`config.mk`:
```
export PLATFORM = sky130hd
export DESIGN_NAME = alarm_sequencer
export DESIGN_NICKNAME = d
export VERILOG_FILES = /design/src/rtl/alarm_pkg.sv /design/src/rtl/persist_filter.sv /design/src/rtl/alarm_sequencer.sv
export SDC_FILE = /design/constraint.sdc
export NUM_CORES = 1
export LEC_CHECK = 0
export ABC_CLOCK_PERIOD_IN_PS = 1900
export BUFFER_PORTS_ARGS = -buffer_cell sky130_fd_sc_hd__buf_4
export CAP_MARGIN = 20
export CORE_UTILIZATION = 53
export CTS_BUF_LIST = sky130_fd_sc_hd__clkbuf_2 sky130_fd_sc_hd__clkbuf_4 sky130_fd_sc_hd__clkbuf_8
export DETAILED_ROUTE_END_ITERATION = 10
export PLACE_DENSITY = 0.79
export SLEW_MARGIN = 20
export SYNTH_ARGS = -nofsm -noshare
export SYNTH_HDL_FRONTEND = slang
export SYNTH_SLANG_ARGS = --single-unit
```
`constraint.sdc`:
```
create_clock -name clk -period 1.9 [get_ports clk]
set_clock_uncertainty 0.2 [all_clocks]
set_input_delay 0.19 -clock clk [delete_from_list [all_inputs] [get_ports clk]]
set_output_delay 0.19 -clock clk [all_outputs]
set_load 0.01 [all_outputs]
```
`src/rtl/alarm_pkg.sv`:
```
// Shared types for the alarm sequencer: state encoding and illegal-code recovery target.
// No datapath latency or backpressure; definitions only.
package alarm_pkg;

    typedef enum logic [2:0] {
        ST_NORMAL = 3'd0,
        ST_WARN   = 3'd1,
        ST_ALARM  = 3'd2,
        ST_ACKED  = 3'd3,
        ST_FAULT  = 3'd4
    } state_t;

    localparam state_t ST_RECOVER = ST_NORMAL;

endpackage

```
`src/rtl/persist_filter.sv`:
```
// Persistence qualifier: q rises once cond has been sampled high PERSIST edges in a row.
// q is valid the cycle after the PERSIST-th edge; no backpressure, any low sample restarts.
module persist_filter #(
    parameter int PERSIST = 4
) (
    input  logic clk,
    input  logic rst,
    input  logic cond,
    output logic q
);

    localparam int CW = $clog2(PERSIST + 1);
    localparam logic [CW-1:0] CMAX = CW'(PERSIST);

    logic [CW-1:0] cnt;

    always_ff @(posedge clk) begin
        if (rst) begin
            cnt <= '0;
        end else if (!cond) begin
            cnt <= '0;
        end else if (cnt != CMAX) begin
            cnt <= cnt + CW'(1);
        end
    end

    assign q = (cnt == CMAX);

endmodule

```
`src/rtl/alarm_sequencer.sv`:
```
// Debounced, latched alarm FSM with operator ack, blink generator and registered lamp/siren outputs.
// Outputs change on the same edge as state; no backpressure, inputs are sampled every edge.
module alarm_sequencer
    import alarm_pkg::*;
#(
    parameter int PERSIST = 4,
    parameter int BLINK   = 8
) (
    input  logic       clk,
    input  logic       rst,
    input  logic       ok,
    input  logic       danger,
    input  logic       alert,
    input  logic       ack,
    output logic       lamp_green,
    output logic       lamp_amber,
    output logic       lamp_red,
    output logic       siren,
    output logic [2:0] state
);

    localparam int BW = (BLINK > 1) ? $clog2(BLINK) : 1;
    localparam logic [BW-1:0] BLINK_LAST = BW'(BLINK - 1);

    logic q_ok, q_danger, q_alert, q_incons;
    logic incons;

    assign incons = (ok & (danger | alert)) | (~ok & ~danger & ~alert);

    persist_filter #(.PERSIST(PERSIST)) u_q_ok     (.clk(clk), .rst(rst), .cond(ok),     .q(q_ok));
    persist_filter #(.PERSIST(PERSIST)) u_q_danger (.clk(clk), .rst(rst), .cond(danger), .q(q_danger));
    persist_filter #(.PERSIST(PERSIST)) u_q_alert  (.clk(clk), .rst(rst), .cond(alert),  .q(q_alert));
    persist_filter #(.PERSIST(PERSIST)) u_q_incons (.clk(clk), .rst(rst), .cond(incons), .q(q_incons));

    state_t        cur_state, nxt_state;
    logic [BW-1:0] blink_cnt, blink_cnt_nxt;
    logic          phase, phase_nxt;
    logic          green_nxt, amber_nxt, red_nxt, siren_nxt;

    always_comb begin
        nxt_state     = cur_state;
        blink_cnt_nxt = blink_cnt;
        phase_nxt     = phase;
        green_nxt     = 1'b0;
        amber_nxt     = 1'b0;
        red_nxt       = 1'b0;
        siren_nxt     = 1'b0;

        case (cur_state)
            ST_NORMAL: begin
                if (q_danger)      nxt_state = ST_ALARM;
                else if (q_incons) nxt_state = ST_FAULT;
                else if (q_alert)  nxt_state = ST_WARN;
            end
            ST_WARN: begin
                if (q_danger)      nxt_state = ST_ALARM;
                else if (q_incons) nxt_state = ST_FAULT;
                else if (q_ok)     nxt_state = ST_NORMAL;
            end
            ST_ALARM: begin
                if (ack) nxt_state = ST_ACKED;
            end
            ST_ACKED: begin
                if (q_ok) nxt_state = ST_NORMAL;
            end
            ST_FAULT: begin
                // A still-qualified inconsistency outranks q_ok, so the fault holds while it persists.
                if (q_danger)                nxt_state = ST_ALARM;
                else if (!q_incons && q_ok)  nxt_state = ST_NORMAL;
            end
            default: nxt_state = ST_RECOVER;
        endcase

        if (nxt_state != cur_state) begin
            blink_cnt_nxt = '0;
            phase_nxt     = 1'b1;
        end else if (blink_cnt == BLINK_LAST) begin
            blink_cnt_nxt = '0;
            phase_nxt     = ~phase;
        end else begin
            blink_cnt_nxt = blink_cnt + BW'(1);
        end

        case (nxt_state)
            ST_NORMAL: green_nxt = 1'b1;
            ST_WARN:   amber_nxt = phase_nxt;
            ST_ALARM: begin
                red_nxt   = 1'b1;
                siren_nxt = 1'b1;
            end
            ST_ACKED:  red_nxt = 1'b1;
            ST_FAULT: begin
                amber_nxt = phase_nxt;
                red_nxt   = phase_nxt;
            end
            default:   green_nxt = 1'b0;
        endcase
    end

    always_ff @(posedge clk) begin
        if (rst) begin
            cur_state  <= ST_NORMAL;
            blink_cnt  <= '0;
            phase      <= 1'b1;
            lamp_green <= 1'b1;
            lamp_amber <= 1'b0;
            lamp_red   <= 1'b0;
            siren      <= 1'b0;
        end else begin
            cur_state  <= nxt_state;
            blink_cnt  <= blink_cnt_nxt;
            phase      <= phase_nxt;
            lamp_green <= green_nxt;
            lamp_amber <= amber_nxt;
            lamp_red   <= red_nxt;
            siren      <= siren_nxt;
        end
    end

    assign state = cur_state;

endmodule

```
==> results_dict.tcl, run 1 <==
set metrics [dict create \
    dp_cells 187 \
    crit_arrival_ps 2040 \
    final_cell_mix "buf_4, dfxtp_1, nor2_1" \
    drcViolationCount 0 \
    synth_sequential_area_ratio_pct 40.3 \
    fin_crit_ps 2040 \
    grt_max_degree 14 \
    root_buffer "clkbuf_4" \
    numPortBuffers 12 \
    hp-class "in2reg" \
    outcome "finished, violations left" \
    wl_microns 3100 \
    synth_top_flop_cell "dfxtp_1" \
    wl_per_cell_microns 15.3 \
    avgViaCountPerCell 5.51 \
    netlist_area_sq_um 1140 \
    crit_fanout 4 \
    final_nets 192 \
    crit_type "reg2reg" \
    grt_pass1_wl_microns 4970 \
    max_cap_viol_count 0 \
    fin_util_pct 81.4 \
    drive_above_1_share_pct 40.6 \
    worst_setup_path_end_kind "flop" \
    synth_cells 131 \
    final_cell_area_sq_um 1630 \
    period_share_pct 107 \
    antennaDiodeCount 0 \
    grt_overflow 0 \
    ioPinCount 13 \
    cts_tree "done" \
    synth_top_family_by_area "simple AND/OR/NAND/NOR gates" \
    die_w_microns 48.4 \
    clk_pin_slew_ps 130 \
    met2_usage_pct 53.8 \
    busiest_layer "met2" \
    rsz0062_at_grt "true" \
    antenna_found_initial 0 \
    first_pass_iters 4 \
    drv_slew 0 \
    tightestPinTransition_ps 433 \
    violations "hold timing, setup timing" \
    grtUsageTotal_pct 27.7 \
    clock_sinks 23 \
    fmax_mhz 491 \
    clk_path_buf_depth 2 \
    ir_drop_v 0.000544 \
    die-area_sq_um 2340 \
    use_met3_pct 5.03 \
    synthArstFlopShare_pct 0 \
    ys_types 34 \
    power_density_nw_per_um2 539 \
    syn_area_per_cell_sq_um 8.72 \
    start_util_pct 57.1 \
    cp.required_ps 1910 \
    vias 1113 \
    dieHeight_microns 48.4 \
    coreArea_sq_um 2000 \
    setup_ws_ps -138 \
    whs_ps -0.922 \
    synth-simple-area-share_pct 22.0 \
    clkLatencyLatePin_ps 320 \
    synth_nets 147 \
    cts_max_level 1 \
    ys_ff_latch 23 \
    ant_nets 0 \
    p_leak_uw 0.000704 \
    synth_fa_ha_area_share_pct 11.0 \
    hold_violations 1 \
    dp_worst_setup_slack_ps -105 \
    muxShareOfSynthArea_pct 0.876 \
    grtUsageMet1_pct 29.9 \
    synth_compound_area_share_pct 16.3 \
    hpwl_microns 1890 \
    numCtsBuffers 3 \
    grt_pass1_vias 1136 \
    synth_warnings 0 \
    drt_iter0_drc 35 \
    slew_headroom_pct 70.7 \
    synth-edff-count 0 \
    setup_violations 6 \
    fin_tns_setup_ps -312 \
    synth_xor_xnor_area_share_pct 3.83 \
    finalNonFillerCells 202 \
    dpl_cell_area_sq_um 1430 \
    row_count 16 \
    final_common_cell "buf_4" \
    place.gp.congestion 0.874 \
    worstSetupStartpointType "flop" \
    syn2layout_area_growth_pct 42.6 \
]
==> report_power, final <==
group          switching, uW  internal [uW]  total [uW]
sequential              11.7            501         512
clock                    152           78.9         231
combinational           58.8           76.0         135
total                    222            656         878
==> cell usage after synthesis, types with 2 or more instances <==
cell	number	area share, %
ha_1	10	11
nand2b_1	3	1.6
nand3_1	4	1.8
a31oi_1	2	1.1
o21ai_0	4	1.8
xnor2_1	4	3.1
o22ai_1	2	1.1
a21o_1	3	2.0
nor3_1	7	3.1
dfxtp_1	23	40
o311ai_1	2	1.5
a21oi_1	6	2.6
inv_1	12	3.9
nor2_1	14	4.6
nand2_1	14	4.6
and2_1	3	1.6
==> through the flow <==
step	hold slack [ps]	power, uW
after floorplan	95.4	577
after global placement	209	617
after detailed placement	237	624
after CTS	2.69	866
after global routing	11.1	923
final	-0.922	878
==> sequential cells by signal, summed over array words and instances (netlist names) <==
| signal | count |
|---|---|
| u_q_danger.cnt | 3 |
| phase | 1 |
| u_q_alert.cnt | 3 |
| lamp_green | 1 |
| u_q_incons.cnt | 3 |
| lamp_red | 1 |
| blink_cnt | 3 |
| state | 3 |
| siren | 1 |
| lamp_amber | 1 |
| u_q_ok.cnt | 3 |
==> cells by family (layout without fill, tap and decap cells) <==
group | after synthesis | after routing
AO/OA/AOI/OAI | 25 | 25
adder cells (fa/ha/maj) | 10 | 10
AND/OR/NAND/NOR | 52 | 52
buffers and inverters | 15 | 59
XOR/XNOR | 5 | 5
multiplexers | 1 | 1
flip-flops | 23 | 23
==> routing by layer <==
metal,up-vias,routed length [microns]
met4,0,52
li1,536,-
met2,37,1680
met5,-,0
met3,7,144
met1,533,1220
==> worst max-delay path: stages, from the launching register on <==
cell       delay, ps
dfxtp_2          370
inv_2             50
ha_4             160
and2_4           180
a2111oi_4        310
a211oi_2         110
or4_4            550
==> area by class of cell <==
type | count | area (sq um)
Timing Repair Buffer | 43 | 330
Multi-Input combinational cell | 93 | 724
Sequential cell | 23 | 468
Fill cell | 128 | 373
Tap cell | 27 | 33.8
Clock inverter | 1 | 5.00
Inverter | 12 | 45.0
Clock buffer | 3 | 22.5
==> path summary, 6_finish.rpt <==
kind            startpoint                to  depth (start not counted)  slack (ps)
max          u_q_ok.cnt[1]             phase                          6        -140
max reg2reg  u_q_ok.cnt[1]             phase                          6        -140
min reg2reg   blink_cnt[0]      blink_cnt[0]                          1         290
min                  alert  u_q_alert.cnt[0]                          3        -0.9
==> timing repair <==
item,CTS,global route
buffers inserted,6,2
pin swaps,6,3
hold buffers,2,1
resized for setup,13,8
hold endpoints to repair,7,1
endpoints found under the setup margin,5,7
(Power assumes the default switching activity.)
==> inputs of run 2 (changes only) <==
- REMOVE_ABC_BUFFERS: unset -> 1
- SKIP_CTS_REPAIR_TIMING: unset -> 1
==> results_dict.tcl, run 2 (synthesized netlist as in run 1, its figures left out) <==
set metrics [dict create \
    setup_violations 5 \
    busiest_layer "met2" \
    multi_input_area_sq_um 763 \
    clock_sinks 23 \
    cts_tree "done" \
    avgViaCountPerCell 5.63 \
    die_w_microns 48.4 \
    numPortBuffers 12 \
    n_fill_cell 121 \
    use_met3_pct 4.09 \
    p_leak_uw 0.000673 \
    die-area_sq_um 2340 \
    violations "setup timing" \
    grt_pass1_wl_microns 4150 \
    tightestPinTransition_ps 436 \
    final_cell_mix "buf_4, dfxtp_1, nor2_1" \
    final_common_cell "buf_4" \
    crit_arrival_ps 2120 \
    antennaDiodeCount 0 \
    grt_pass1_vias 1025 \
    slew_headroom_pct 70.9 \
    ff_latch_area_sq_um 469 \
    drv_slew 0 \
    rsz0062_at_grt "true" \
    outcome "finished, violations left" \
    drcViolationCount 0 \
    numCtsBuffers 3 \
    worst_setup_path_end_kind "flop" \
    ant_nets 0 \
    worstSetupStartpointType "flop" \
    dp_worst_setup_slack_ps -187 \
    coreArea_sq_um 2000 \
    hold_violations 0 \
    cts_max_level 1 \
    grt_max_degree 13 \
    fin_crit_ps 2060 \
    root_buffer "clkbuf_4" \
    hpwl_microns 1780 \
    drive_above_1_share_pct 41.1 \
    clk_path_buf_depth 2 \
    dieHeight_microns 48.4 \
    period_share_pct 108 \
    fin_tns_setup_ps -642 \
    wl_microns 3120 \
    clkLatencyLatePin_ps 320 \
    grtUsageTotal_pct 22.9 \
    crit_fanout 3 \
    place.gp.congestion 0.796 \
    final_nets 185 \
    clk_pin_slew_ps 120 \
    grt_overflow 0 \
    max_cap_viol_count 0 \
    fmax_mhz 486 \
    setup_ws_ps -158 \
    ir_drop_v 0.000487 \
    wl_per_cell_microns 16.0 \
    met2_usage_pct 40.4 \
    cp.required_ps 1960 \
    start_util_pct 57.1 \
    vias 1097 \
    antenna_found_initial 0 \
    power_density_nw_per_um2 543 \
    drt_iter0_drc 27 \
    syn2layout_area_growth_pct 42.9 \
    hp-class "in2reg" \
    ioPinCount 13 \
    first_pass_iters 4 \
    crit_type "reg2reg" \
    grtUsageMet1_pct 27.1 \
    row_count 16 \
]
## run 2: through the flow
stage / instance area [sq um] / cells / total power [uW] / hold slack [ps] / utilization (%)
4_1_cts: 1420 / 190 / 854 / -85.7 / 70.9
5_1_grt: 1630 / 195 / 919 / 241 / 81.6
3_5_place_dp: 1390 / 186 / 616 / 217 / 69.4
6_report: 1630 / 195 / 887 / 219 / 81.6
2_1_floorplan: 1120 / 128 / 569 / 62.4 / -
3_3_place_gp: 1390 / 186 / 609 / 208 / 69.4
## run 2: per-layer routing
metal,vias to the layer above,wire length [microns],part of all wire [%]
li1,522,-,-
met2,34,1560,50
met1,523,1280,41
met3,18,100,3.2
met4,0,189,6.1
met5,-,0,0
## run 2: path summary, 6_finish.rpt
| path | depth (start not counted) | slack (ps) | from | endpoint |
|---|---|---|---|---|
| min reg2reg | 1 | 250 | blink_cnt[0] | blink_cnt[0] |
| max | 7 | -160 | u_q_incons.cnt[1] | blink_cnt[0] |
| min | 4 | 220 | ack | phase |
| max reg2reg | 7 | -160 | u_q_incons.cnt[1] | blink_cnt[0] |
## run 2: area by class of cell
type	count	area share, %
well taps	27	2.07
clock buffers	4	1.84
repair buffers	36	17.9
inverters	12	2.76
flip-flops and latches	23	28.7
multi-input cells	93	46.7
## run 2: report_power, final
part / switching, uW / leakage (uW) / internal (uW) / total [uW]
sequential: 10.8 / 0.000190 / 501 / 512
combinational: 62.5 / 0.000465 / 69.4 / 132
clock: 146 / 0.0000184 / 96.6 / 243
total: 220 / 0.000673 / 667 / 887
## run 2: worst max-delay path: stages (launching register included)
cell,delay [ps]
dfxtp_2,340
inv_1,70
ha_2,240
nand2_2,100
a2111oi_4,370
a211oi_2,100
nor4_2,360
nor2b_2,210
